<file path="src/rtl/float_normalize_if.sv">
// Handshake bundle between the magnitude ALU (upstream), the normalizer and
// the result consumer (downstream). The normalizer uses the slave view; the
// environment that feeds it and drains it uses the master view.
interface float_normalize_if;
    logic        in_valid;
    logic        in_ready;
    logic [23:0] sum_mant;
    logic        c_out;
    logic [7:0]  exp_in;
    logic        sign_in;
    logic [31:0] result;
    logic        out_valid;
    logic        out_ready;
    logic        overflow;
    logic        underflow;

    modport master (
        output in_valid, sum_mant, c_out, exp_in, sign_in, out_ready,
        input  in_ready, result, out_valid, overflow, underflow
    );

    modport slave (
        input  in_valid, sum_mant, c_out, exp_in, sign_in, out_ready,
        output in_ready, result, out_valid, overflow, underflow
    );
endinterface

</file>
<file path="src/rtl/float_normalize.sv">
// Post-add normalizer for IEEE-754 single precision.
// Takes a raw 24-bit significand sum (hidden bit at [23]) plus the ALU
// carry-out, and produces a packed single with truncation rounding.
// A carry is absorbed by one right shift; leading zeros are removed one
// bit per cycle. Exponent overflow saturates to infinity, exponent
// underflow flushes to signed zero (no denormals are produced).
module float_normalize (
    input  logic              clk,
    input  logic              rst,
    float_normalize_if.slave  bus
);

    typedef enum logic [1:0] {
        IDLE,
        NORM,
        DONE
    } state_t;

    state_t      state_q, state_d;

    // Working registers for the operation in flight. The exponent carries a
    // ninth bit so the +1 after a carry can be compared against 255 without
    // wrapping.
    logic [23:0] mant_q,   mant_d;
    logic [8:0]  exp_q,    exp_d;
    logic        sign_q,   sign_d;
    logic        carry_q,  carry_d;

    // Output registers, held stable through the whole DONE state.
    logic [31:0] result_q, result_d;
    logic        ovf_q,    ovf_d;
    logic        unf_q,    unf_d;

    // Carry-absorbing right shift: the carry becomes the new hidden bit and
    // the old LSB is dropped (truncation).
    logic [23:0] mant_carry;
    logic [8:0]  exp_inc;

    assign mant_carry = {1'b1, mant_q[23:1]};
    assign exp_inc    = exp_q + 9'd1;

    assign bus.in_ready  = (state_q == IDLE);
    assign bus.out_valid = (state_q == DONE);
    assign bus.result    = result_q;
    assign bus.overflow  = ovf_q;
    assign bus.underflow = unf_q;

    // Next-state and datapath decode; one normalization decision per cycle.
    always_comb begin
        // NOTE: every signal driven here gets a hold value first, so no path
        // through the case/if tree can leave one unassigned and infer a latch.
        state_d  = state_q;
        mant_d   = mant_q;
        exp_d    = exp_q;
        sign_d   = sign_q;
        carry_d  = carry_q;
        result_d = result_q;
        ovf_d    = ovf_q;
        unf_d    = unf_q;

        case (state_q)
            IDLE: begin
                if (bus.in_valid) begin
                    mant_d  = bus.sum_mant;
                    exp_d   = {1'b0, bus.exp_in};
                    sign_d  = bus.sign_in;
                    carry_d = bus.c_out;
                    state_d = NORM;
                end
            end

            NORM: begin
                ovf_d = 1'b0;
                unf_d = 1'b0;
                // The exponent only ever decreases while in NORM, so an
                // all-ones exponent here can only be the captured operand.
                if (exp_q == 9'h0FF) begin
                    result_d = {sign_q, 8'hFF, 23'h0};
                    ovf_d    = 1'b1;
                    state_d  = DONE;
                end else if (carry_q) begin
                    mant_d  = mant_carry;
                    exp_d   = exp_inc;
                    state_d = DONE;
                    if (exp_inc >= 9'd255) begin
                        result_d = {sign_q, 8'hFF, 23'h0};
                        ovf_d    = 1'b1;
                    end else begin
                        result_d = {sign_q, exp_inc[7:0], mant_carry[22:0]};
                    end
                end else if (mant_q == 24'h0) begin
                    result_d = {sign_q, 31'h0};
                    state_d  = DONE;
                end else if (exp_q == 9'h000) begin
                    result_d = {sign_q, 31'h0};
                    unf_d    = 1'b1;
                    state_d  = DONE;
                end else if (mant_q[23]) begin
                    result_d = {sign_q, exp_q[7:0], mant_q[22:0]};
                    state_d  = DONE;
                end else if (exp_q == 9'h001) begin
                    // One more left shift would need exponent 0: flush.
                    result_d = {sign_q, 31'h0};
                    unf_d    = 1'b1;
                    state_d  = DONE;
                end else begin
                    // A nonzero 24-bit significand reaches bit 23 within 23
                    // of these shifts, which bounds the NORM dwell time.
                    mant_d = {mant_q[22:0], 1'b0};
                    exp_d  = exp_q - 9'd1;
                end
            end

            DONE: begin
                if (bus.out_ready) begin
                    ovf_d   = 1'b0;
                    unf_d   = 1'b0;
                    state_d = IDLE;
                end
            end

            default: begin
                state_d = IDLE;
            end
        endcase
    end

    // State, working and output registers with synchronous reset.
    always_ff @(posedge clk) begin
        // NOTE: the working registers are plain flops, not a memory array, so
        // clearing them on reset is cheap and makes an abandoned operation
        // leave no trace.
        if (rst) begin
            state_q  <= IDLE;
            mant_q   <= 24'h0;
            exp_q    <= 9'h0;
            sign_q   <= 1'b0;
            carry_q  <= 1'b0;
            result_q <= 32'h0;
            ovf_q    <= 1'b0;
            unf_q    <= 1'b0;
        end else begin
            // NOTE: non-blocking assignments so every register samples the
            // pre-edge values computed by the combinational block.
            state_q  <= state_d;
            mant_q   <= mant_d;
            exp_q    <= exp_d;
            sign_q   <= sign_d;
            carry_q  <= carry_d;
            result_q <= result_d;
            ovf_q    <= ovf_d;
            unf_q    <= unf_d;
        end
    end

endmodule
</file>
<file path="src/flat_wrapper.sv">
// flat-port wrapper written by rule: the top's interface ports become plain ports
module float_normalize_flat 
  (clk, rst, bus_in_valid, bus_sum_mant, bus_c_out, bus_exp_in, bus_sign_in, bus_out_ready, bus_in_ready, bus_result, bus_out_valid, bus_overflow, bus_underflow);
  float_normalize_if bus_i ();
  input  logic clk;
  input  logic rst;
  input wire logic [$bits(bus_i.in_valid)-1:0] bus_in_valid;
  input wire logic [$bits(bus_i.sum_mant)-1:0] bus_sum_mant;
  input wire logic [$bits(bus_i.c_out)-1:0] bus_c_out;
  input wire logic [$bits(bus_i.exp_in)-1:0] bus_exp_in;
  input wire logic [$bits(bus_i.sign_in)-1:0] bus_sign_in;
  input wire logic [$bits(bus_i.out_ready)-1:0] bus_out_ready;
  output wire logic [$bits(bus_i.in_ready)-1:0] bus_in_ready;
  output wire logic [$bits(bus_i.result)-1:0] bus_result;
  output wire logic [$bits(bus_i.out_valid)-1:0] bus_out_valid;
  output wire logic [$bits(bus_i.overflow)-1:0] bus_overflow;
  output wire logic [$bits(bus_i.underflow)-1:0] bus_underflow;
  assign bus_i.in_valid = bus_in_valid;
  assign bus_i.sum_mant = bus_sum_mant;
  assign bus_i.c_out = bus_c_out;
  assign bus_i.exp_in = bus_exp_in;
  assign bus_i.sign_in = bus_sign_in;
  assign bus_i.out_ready = bus_out_ready;
  assign bus_in_ready = bus_i.in_ready;
  assign bus_result = bus_i.result;
  assign bus_out_valid = bus_i.out_valid;
  assign bus_overflow = bus_i.overflow;
  assign bus_underflow = bus_i.underflow;
  float_normalize u_core (.clk(clk), .rst(rst), .bus(bus_i));
endmodule
</file>
<file path="config.mk">
export PLATFORM = sky130hd
export DESIGN_NAME = float_normalize_flat
export DESIGN_NICKNAME = d
export VERILOG_FILES = /design/src/rtl/float_normalize_if.sv /design/src/rtl/float_normalize.sv /design/src/flat_wrapper.sv
export SDC_FILE = /design/constraint.sdc
export NUM_CORES = 1
export LEC_CHECK = 0
export CAP_MARGIN = 20
export CORE_UTILIZATION = 30
export CTS_CLUSTER_SIZE = 16
export DETAILED_ROUTE_END_ITERATION = 8
export GPL_TIMING_DRIVEN = 0
export SYNTH_ARGS = -nofsm -noshare
export SYNTH_HDL_FRONTEND = slang
export SYNTH_SLANG_ARGS = --single-unit
</file>
<file path="constraint.sdc">
create_clock -name clk -period 4.3 [get_ports clk]
set_clock_uncertainty 0.2 [all_clocks]
set_input_delay 0.43 -clock clk [delete_from_list [all_inputs] [get_ports clk]]
set_output_delay 0.43 -clock clk [all_outputs]
set_load 0.01 [all_outputs]
</file>
==> reports/metrics.cfg, run 1 <==
[outcome]
status = finished clean

[timing]
finalSetupViolCount = 0
post-route-min-period_ns = 3.69
grt_setup_unrepaired = no
fin_crit_sh_pct = 85.8
max_freq_mhz = 271
hold_viol_final = 0
maxSlewViolCount = 0
slew_headroom_pct = 35.1
setup_tns_ns = 0
worst_pin_slew_ns = 0.965
setup_ws_ns = 0.612

[global_route]
grt_pass1_wl_mm = 19.7
grt_max_degree = 14
groute.usage.overall_pct = 19.4
grt_pass1_vias = 3677
grt_antenna_before_repair = 0
grt_overflow = 0

[yosys]
syn_inst = 445
yosysSeqAreaShare_pct = 37.7
async_flop_share_pct = 0
avgSynthCellArea_sq_um = 8.48
synth_fp_nets = 489
synth_cell_type_count = 51
synth_area_leaders = dfxtp_1 (38%), nor2_1 (7.5%), a221o_1 (6.1%)
synth.most_common_cell = nor2_1
synth_top_area_share_pct = 37.7
synth_edf_count = 0
synth_common_cells = nor2_1 (75), dfxtp_1 (71), clkbuf_1 (27), and2_1 (26)
yosys_warnings = 0
ys_ff_latch = 71
ys.flop_type = dfxtp_1
yosysTopAreaCell = dfxtp_1
synth_area_sq_um = 3770

[drt]
wl_mm = 12.1
drt_pass1_iterations = 5
vias_per_cell = 5.37
postRouteAntennaNets = 0
dr_total_vias = 3764
wl_per_cell_microns = 17.2
drc = 0
drtIter0Drc = 394

[placement]
pre_cts_ws_ns = 0.645
io_buffers = 72
globalplace.congestion = 0.932
post-dp-hpwl_mm = 8.79
placed_area_sq_um = 4700

[setup_path]
r2r_end = u_core.bus.result[13]
critPathKind = register to register
reg2reg_depth = 11
reg2reg_from = u_core.exp_q[1]
required_ns = 4.38
end_kind = register
critPathMaxFanout = 10
cp.arrival_ns = 3.77
startpoint_type = register
reg2reg_slack_ns = 0.61

[power]
p_int_uw = 1780
p_leak_uw = 0.00185
peakVddDrop_mv = 0.266
power_frac_comb_pct = 40.6
seq_power_share_pct = 34.2
swShare_pct = 40.4
power.density_nw_per_um2 = 597
clkPwrFrac_pct = 25.3
power_switching_uw = 1210

[cts]
cts-hold-fix-buffers = 0
clk_latency_ns = 0.34
clk_path_buf_depth = 2
post_cts_buffers = 0
ctsResizeCount = 0
cts_root_buf = clkbuf_16
htreeDepth = 3
cts_made_buffers = 9
clk_pin_slew_ns = 0.06
cts_tree = yes
cts.sinks = 71

[final_layout]
n_antenna_cell = 0
regArea_sq_um = 1420
final_layout_size_suffix_gt1_share_pct = 6.75
finalInstanceArea_sq_um = 5000
multiInputGateArea_sq_um = 2150
final_nets = 572
nFillCells = 1266
area_growth_pct = 32.6

[die]
die_area_sq_um = 13000
rows = 40
die_w_microns = 114
start_util_pct = 31.1
core_sq_um = 12100
ioPinCount = 74
die_y_microns = 114

[hold_path]
hold_depth = 1
hp-class = register to register
hold_end = u_core.bus.result[10]
hp-start = u_core.bus.result[10]

[run]
max_cap_violations = 0

## cells by family (layout without fill, tap and decap cells)
group	after synthesis	count (layout)	share of synthesized area [%]
AND/OR/NAND/NOR	172	172	23.1
AO/OA/AOI/OAI	134	134	28.1
flip-flops	71	71	37.7
buffers and inverters	47	135	5.44
multiplexers	8	8	2.12
XOR/XNOR	7	7	1.63
adder cells (fa/ha/maj)	6	6	1.99
## worst max-delay path: stages, from the launching register on
cell and delay, ns:
dfxtp_1 0.39, ha_1 0.21, clkbuf_1 0.20, and3_1 0.27, and3_1 0.22, and3_1 0.19
ha_1 0.22, nand2b_1 0.22, nor4_1 0.82, clkbuf_1 0.39, and2_1 0.19, a221o_1 0.10
## cell usage in the layout, fill, tap and decap left out, types with 8 or more instances in the layout
cell             count
a211oi_1            10
clkbuf_1            28
nor2_1              75
nor2b_1              9
nor3_1               8
dfxtp_1             71
nand2_1             15
a22o_1              23
nor4_1               8
mux2i_1              8
a21oi_1             23
and2_1              26
clkbuf_16            9
buf_2               11
clkdlybuf4s50_1     72
a221oi_1            22
a221o_1             23
## power by group through the flow
stage / clock (uW) / sequential (uW) / combinational [uW]
3_3_place_gp: 0 / 1030 / 1190
5_1_grt: 793 / 1050 / 1340
6_report: 754 / 1020 / 1210
4_1_cts: 765 / 1020 / 1210
2_1_floorplan: 0 / 980 / 833
3_5_place_dp: 0 / 1030 / 1200
## sequential cells by signal (all words and copies together), names as in the netlist
register	flops
u_core.sign_q	1
u_core.carry_q	1
u_core.exp_q	9
u_core.mant_q	24
u_core.bus.result	32
u_core.bus.underflow	1
u_core.bus.overflow	1
u_core.state_q	2
## routing by layer
metal / GRT usage, % / up-vias / routed length [microns]
met5: 0 / - / 0
met4: 5.37 / 0 / 173
met3: 4.71 / 13 / 824
met2: 31.8 / 127 / 5640
met1: 25.3 / 1790 / 5430
li1: - / 1834 / -
## through the flow
step	util [%]	total power, uW	hold slack, ns	cells
after global routing	41.3	3180	0.299	701
after CTS	41.3	2990	0.288	701
after floorplan	-	1810	0.249	445
after global placement	38.8	2220	0.267	685
after detailed placement	38.8	2230	0.265	685
final	41.3	2980	0.282	701
## worst max path at each step
stage	slack, ns	startpoint	to	depth (start not counted)
6_report	0.61	u_core.exp_q[1]	u_core.bus.result[13]	11
5_1_grt	0.38	u_core.exp_q[1]	u_core.bus.result[13]	11
4_1_cts	0.61	u_core.exp_q[1]	u_core.bus.result[13]	11
3_5_place_dp	0.64	u_core.exp_q[1]	u_core.bus.result[13]	11
3_3_place_gp	0.64	u_core.exp_q[1]	u_core.bus.result[20]	11
2_1_floorplan	1.18	u_core.exp_q[1]	u_core.mant_q[18]	13
## area by class of cell
class / count / area share [%]
Tap cell: 168 / 4.20
Clock buffer: 10 / 4.58
Multi-Input combinational cell: 327 / 42.9
Buffer: 42 / 3.73
Timing Repair Buffer: 72 / 14.4
Clock inverter: 6 / 1.38
Sequential cell: 71 / 28.4
Inverter: 5 / 0.375
Power figures use the tool's default switching activity.
==> inputs of run 2 (changes only) <==
--- a/config.mk
+++ b/config.mk
@@ -6,6 +6,7 @@
 export NUM_CORES = 1
 export LEC_CHECK = 0
 export CAP_MARGIN = 20
+export CORE_ASPECT_RATIO = 0.75
 export CORE_UTILIZATION = 30
 export CTS_CLUSTER_SIZE = 16
 export DETAILED_ROUTE_END_ITERATION = 8
==> run 2 against run 1 <==
The run now ends with design-rule violations left. Highest routed layer unchanged. Count of clock-buffer cells in the layout increased by 4. Combinational power about the same. Sequential cell count unchanged. Worst hold slack improved by 0.00062 ns. Global-route usage decreased by 1.0 points. Critical path type unchanged. Largest power group unchanged. Wire length decreased by 2.3%. Power increased by 1.2%.
==> reports/metrics.cfg, run 2 (synthesized netlist as in run 1, its figures left out) <==
[hold_path]
hp-class = register to register
hold_depth = 2  ; +1
hp-start = u_core.bus.underflow
hold_end = u_core.bus.underflow

[die]
die_area_sq_um = 13000  ; about the same
ioPinCount = 74  ; unchanged
die_y_microns = 99.1  ; -13%
die_w_microns = 131  ; +15%
start_util_pct = 30.8  ; -0.38 points
core_sq_um = 12300  ; +1.2%
rows = 35  ; -13%

[timing]
hold_slack_ns = 0.282  ; +0.000621 ns
finalSetupViolCount = 0  ; unchanged
max_freq_mhz = 275  ; +1.6%
maxSlewViolCount = 0  ; unchanged
post-route-min-period_ns = 3.63  ; -0.0579 ns
slew_headroom_pct = 42.6  ; +7.5 points
worst_pin_slew_ns = 0.854  ; -0.111 ns
setup_tns_ns = 0  ; unchanged
grt_setup_unrepaired = no
hold_viol_final = 0  ; unchanged
fin_crit_sh_pct = 84.4  ; -1.3 points

[global_route]
grt_overflow = 0  ; unchanged
groute.usage.overall_pct = 18.4  ; -1.0 points
grt_antenna_before_repair = 0  ; unchanged
grt_pass1_wl_mm = 18.8  ; -4.4%
grt_pass1_vias = 3502  ; -4.8%
grt_max_degree = 12  ; -2

[cts]
ctsResizeCount = 0  ; unchanged
cts.sinks = 71  ; unchanged
post_cts_buffers = 0  ; unchanged
clk_path_buf_depth = 2  ; unchanged
cts_tree = yes
cts-hold-fix-buffers = 0  ; unchanged
clk_pin_slew_ns = 0.06  ; about the same
cts_made_buffers = 9  ; unchanged
cts_root_buf = clkbuf_16
htreeDepth = 3  ; unchanged
clk_latency_ns = 0.34  ; about the same

[power]
swShare_pct = 39.6  ; -0.80 points
power_switching_uw = 1200  ; -0.83%
peakVddDrop_mv = 0.225  ; -15%
p_int_uw = 1820  ; +2.5%
seq_power_share_pct = 34.0  ; -0.2 points
power.density_nw_per_um2 = 602  ; +0.85%
power_uw = 3020  ; +1.2%
clkPwrFrac_pct = 25.6  ; +0.3 points
p_leak_uw = 0.00186  ; +0.63%
power_frac_comb_pct = 40.4  ; -0.2 points

[final_layout]
largest_register_ffs = 32  ; unchanged
multiInputGateArea_sq_um = 2150  ; unchanged
final_nets = 573  ; +0.17%
regArea_sq_um = 1420  ; unchanged
final_cell_mix = nor2_1 (75), clkdlybuf4s50_1 (72), dfxtp_1 (71)
n_antenna_cell = 0  ; unchanged
final_common_cell = nor2_1
area_growth_pct = 33.0
final_layout_size_suffix_gt1_share_pct = 6.74  ; -0.013 points
nFillCells = 1248  ; -1.4%
final_core_util_pct = 40.9  ; -0.37 points

[setup_path]
reg2reg_slack_ns = 0.67  ; +0.06 ns
critPathMaxFanout = 10  ; unchanged
required_ns = 4.38  ; about the same
reg2reg_from = u_core.exp_q[1]
end_kind = register
critPathKind = register to register
startpoint_type = register
r2r_end = u_core.exp_q[8]
cp.arrival_ns = 3.71  ; -0.06 ns
reg2reg_depth = 13  ; +2
crit_start = u_core.exp_q[1]

[drt]
wl_met2_mm = 4.67  ; -17%
dr_total_vias = 3767  ; +0.080%
vias_per_cell = 5.38  ; +0.22%
drtIter0Drc = 288  ; -27%
route.met3.wl_microns = 977  ; +19%
wl_mm = 11.8  ; -2.3%
top_layer = met4
wl_met1_mm = 6.11  ; +12%
drt_pass1_iterations = 7  ; +2
drc = 2  ; +2
postRouteAntennaNets = 0  ; unchanged
wl_per_cell_microns = 16.8  ; -2.2%

[run]
max_cap_violations = 0  ; unchanged

[outcome]
failed_checks = design-rule violations
status = complete, but fails checks

[placement]
globalplace.congestion = 0.952  ; +2.1%
io_buffers = 72  ; unchanged
post-dp-hpwl_mm = 8.79  ; about the same

==> run 2: cell count changes in the layout (fill, tap and decap cells not counted), sizes merged <==
cell    previous run  this run
clkbuf            37        41
clkinv             4         1
buf               15        16
inv                5         4
==> run 2: metrics by stage <==
step	instance area, sq um	setup slack, ns	instances
final	5020	0.669	700
after global routing	5020	0.387	700
after CTS	5020	0.743	700
after detailed placement	4710	0.783	684
after global placement	4700	0.487	683
after floorplan	3770	1.18	445
==> run 2: worst max path at each step <==
stage                                 to  slack (ns)  depth (start not counted)
floorplan              u_core.mant_q[18]        1.18                         13
global placement    u_core.bus.result[3]        0.49                         11
detailed placement       u_core.exp_q[8]        0.78                         13
CTS                      u_core.exp_q[8]        0.74                         13
global route             u_core.exp_q[8]        0.39                         13
finish                   u_core.exp_q[8]        0.67                         13
==> run 2: per-layer routing <==
metal	up-vias	GRT usage [%]
li1	1839	-
met1	1759	27.7
met2	167	25.4
met3	2	4.94
met4	0	4.38
met5	-	0
==> run 2: area by class of cell <==
type                            instances  share of cell area [%]
Buffer                                 42                    3.72
Clock buffer                           14                    5.46
Clock inverter                          2                   0.748
Inverter                                5                   0.374
Multi-Input combinational cell        327                    42.8
Sequential cell                        71                    28.3
Tap cell                              166                    4.14
Timing Repair Buffer                   73                    14.5
==> run 2: critical path, stage by stage, from the launching register on <==
cell	delay (ns)
dfxtp_1	0.51
ha_1	0.21
clkbuf_1	0.32
and3_1	0.30
and3_1	0.25
and3_1	0.17
ha_1	0.23
nor2b_1	0.08
o21bai_1	0.16
or3_1	0.13
o22a_1	0.16
nor2b_1	0.34
buf_2	0.32
a22o_1	0.19
==> run 2: power by group through the flow <==
stage	Sequential (uW)	Clock (uW)	Combinational, uW
after floorplan	980	0	833
after global placement	1030	0	1180
after detailed placement	1030	0	1190
after CTS	1020	782	1200
after global routing	1050	815	1340
final	1030	772	1220
==> inputs of run 3 (changes only) <==
==> constraint.sdc (replaced) <==
create_clock -name clk -period 2.9 [get_ports clk]
set_clock_uncertainty 0.2 [all_clocks]
set_input_delay 0.29 -clock clk [delete_from_list [all_inputs] [get_ports clk]]
set_output_delay 0.29 -clock clk [all_outputs]
set_load 0.01 [all_outputs]
==> run 3 against run 2 <==
The run now ends clean. Via count rose by 3.3%. Die area did not move. Final area rose by 8.3%. First-iteration DRC count rose by 34%. Power rose by 68%. Fmax rose by 26%. Worst setup slack got worse by 0.65 ns. Global-route usage rose by 0.59 points. Final cell count rose by 2.1%. Clock power rose by 77%. Critical path type unchanged.
==> reports/metrics.cfg, run 3 (synthesized netlist as in run 1, its figures left out) <==
[power]
power_uw = 5060  ; +68%
p_leak_uw = 0.00203  ; +9.0%
peakVddDrop_mv = 0.404  ; +80%
power.density_nw_per_um2 = 932  ; +55%

[final_layout]
nFillCells = 1192  ; -4.5%
n_antenna_cell = 0  ; unchanged
final_nets = 588  ; +2.6%
area_growth_pct = 44.0
multiInputGateArea_sq_um = 2290  ; +6.8%
largest_register_ffs = 32  ; unchanged
regArea_sq_um = 1430  ; +0.70%
finalInstanceArea_sq_um = 5430  ; +8.3%
final_cell_mix = nor2_1 (73), clkdlybuf4s50_1 (72), dfxtp_1 (67)
final_layout_size_suffix_gt1_share_pct = 14.9  ; +8.2 points
final_common_cell = nor2_1

[global_route]
grt_pass1_vias = 3672  ; +4.9%
grt_overflow = 0  ; unchanged
grt_antenna_before_repair = 0  ; unchanged
grt_pass1_wl_mm = 19.7  ; +4.3%
grt_max_degree = 14  ; +2
groute.usage.overall_pct = 19.0  ; +0.59 points

[cts]
cts.sinks = 71  ; unchanged
htreeDepth = 3  ; unchanged
cts_root_buf = clkbuf_16
clk_path_buf_depth = 2  ; unchanged
clk_pin_slew_ns = 0.06  ; about the same
cts_tree = yes
clk_latency_ns = 0.33  ; about the same
cts-hold-fix-buffers = 0  ; unchanged
cts_made_buffers = 9  ; unchanged

[drt]
postRouteAntennaNets = 0  ; unchanged
wl_mm = 12.4  ; +5.2%
drtIter0Drc = 386  ; +34%
drt_pass1_iterations = 5  ; -2
vias_per_cell = 5.44  ; +1.2%
dr_total_vias = 3893  ; +3.3%
wl_per_cell_microns = 17.3  ; +3.0%
drc = 0  ; -2

[setup_path]
endpoint = u_core.mant_q[21]
reg2reg_from = u_core.exp_q[0]
critPathMaxFanout = 10  ; unchanged
end_kind = register
cp.arrival_ns = 2.95  ; -0.76 ns
critPathKind = register to register
crit_start = u_core.exp_q[0]
required_ns = 2.97  ; -1.41 ns
reg2reg_depth = 13  ; unchanged
startpoint_type = register
reg2reg_slack_ns = 0.02  ; -0.65 ns
r2r_end = u_core.mant_q[21]

[timing]
finalSetupViolCount = 0  ; unchanged
maxSlewViolCount = 0  ; unchanged
hold_slack_ns = 0.285  ; +0.00219 ns
max_freq_mhz = 347  ; +26%
slew_headroom_pct = 52.4  ; +9.8 points
grt_setup_unrepaired = yes
post-route-min-period_ns = 2.88  ; -0.752 ns
fin_crit_sh_pct = 99.3  ; +15 points
hold_viol_final = 0  ; unchanged
worst_pin_slew_ns = 0.714  ; -0.141 ns
setup_ws_ns = 0.0214  ; -0.648 ns

[die]
rows = 35  ; unchanged
ioPinCount = 74  ; unchanged
die_w_microns = 131  ; unchanged
core_sq_um = 12300  ; unchanged
die_y_microns = 99.1  ; unchanged
die_area_sq_um = 13000  ; unchanged
start_util_pct = 30.8  ; unchanged

[placement]
globalplace.congestion = 0.841  ; -12%
pre_cts_ws_ns = -0.277  ; -1.06 ns
post-dp-hpwl_mm = 8.77  ; -0.14%
io_buffers = 72  ; unchanged
placed_area_sq_um = 4760  ; +1.2%

[run]
max_cap_violations = 0  ; unchanged

[hold_path]
hp-class = register to register

[outcome]
status = finished clean

==> run 3: changes by cell type in the layout (fill, tap and decap cells not counted), moves of 4 or more <==
cell,delta
dfxtp_1,-4
clkbuf_2,+5
buf_6,+8
buf_4,+9
a21oi_1,-4
clkbuf_1,-8
==> run 3: through the flow <==
stage	util, %	std cells	TNS (ns)
after floorplan	-	445	0
after global placement	38.8	683	-18.70
after detailed placement	38.9	684	-10.74
after CTS	42.9	707	0
after global routing	44.3	715	-1.54
final	44.3	715	0
==> run 3: final cells by class <==
class                   count  area share (%)
inverters                   5           0.345
clock buffers              11            4.47
clock inverters             5            2.37
repair buffers             90            16.3
plain buffers              40            4.21
well taps                 166            3.82
flip-flops and latches     71            26.3
multi-input cells         327            42.2
==> run 3: how the worst min path moves through the flow <==
stage	from	to	slack [ns]	depth (start not counted)
after floorplan	bus_c_out	u_core.carry_q	0.23	2
after global placement	u_core.bus.underflow	u_core.bus.underflow	0.26	2
after detailed placement	u_core.bus.underflow	u_core.bus.underflow	0.27	2
after CTS	u_core.bus.underflow	u_core.bus.underflow	0.28	2
after global routing	u_core.bus.result[20]	u_core.bus.result[20]	0.31	1
final	u_core.bus.underflow	u_core.bus.underflow	0.28	2
==> run 3: power breakdown <==
part	internal (uW)	switching, uW	leakage, uW
clock network	952	419	0.000180
logic	968	1180	0.00127
registers	1220	328	0.000582
total	3140	1930	0.00203
==> run 3: worst max-delay path, stage by stage, from the launching register on <==
cell      delay, ns
dfxtp_4        0.35
ha_4           0.16
and3_4         0.18
and3_4         0.18
and3_4         0.18
ha_4           0.18
nor2b_4        0.12
o21bai_1       0.09
or3_1          0.31
o22a_1         0.22
buf_6          0.16
nor2_4         0.17
buf_6          0.18
a22o_1         0.13
==> run 3: what timing repair did <==
action	CTS	global route
gates cloned	1	4
pin swaps	5	12
resized for setup	20	31
buffers inserted	8	4
setup endpoints to repair	55	59
endpoints found under the hold margin	0	0
==> run 3: layer usage <==
metal | global-route usage [%] | vias up | share of wire, %
li1 | - | 1873 | -
met2 | 26.4 | 189 | 40
met3 | 3.47 | 14 | 7.5
met4 | 5.19 | 0 | 1.2
met5 | 0 | - | 0
met1 | 29.3 | 1817 | 51
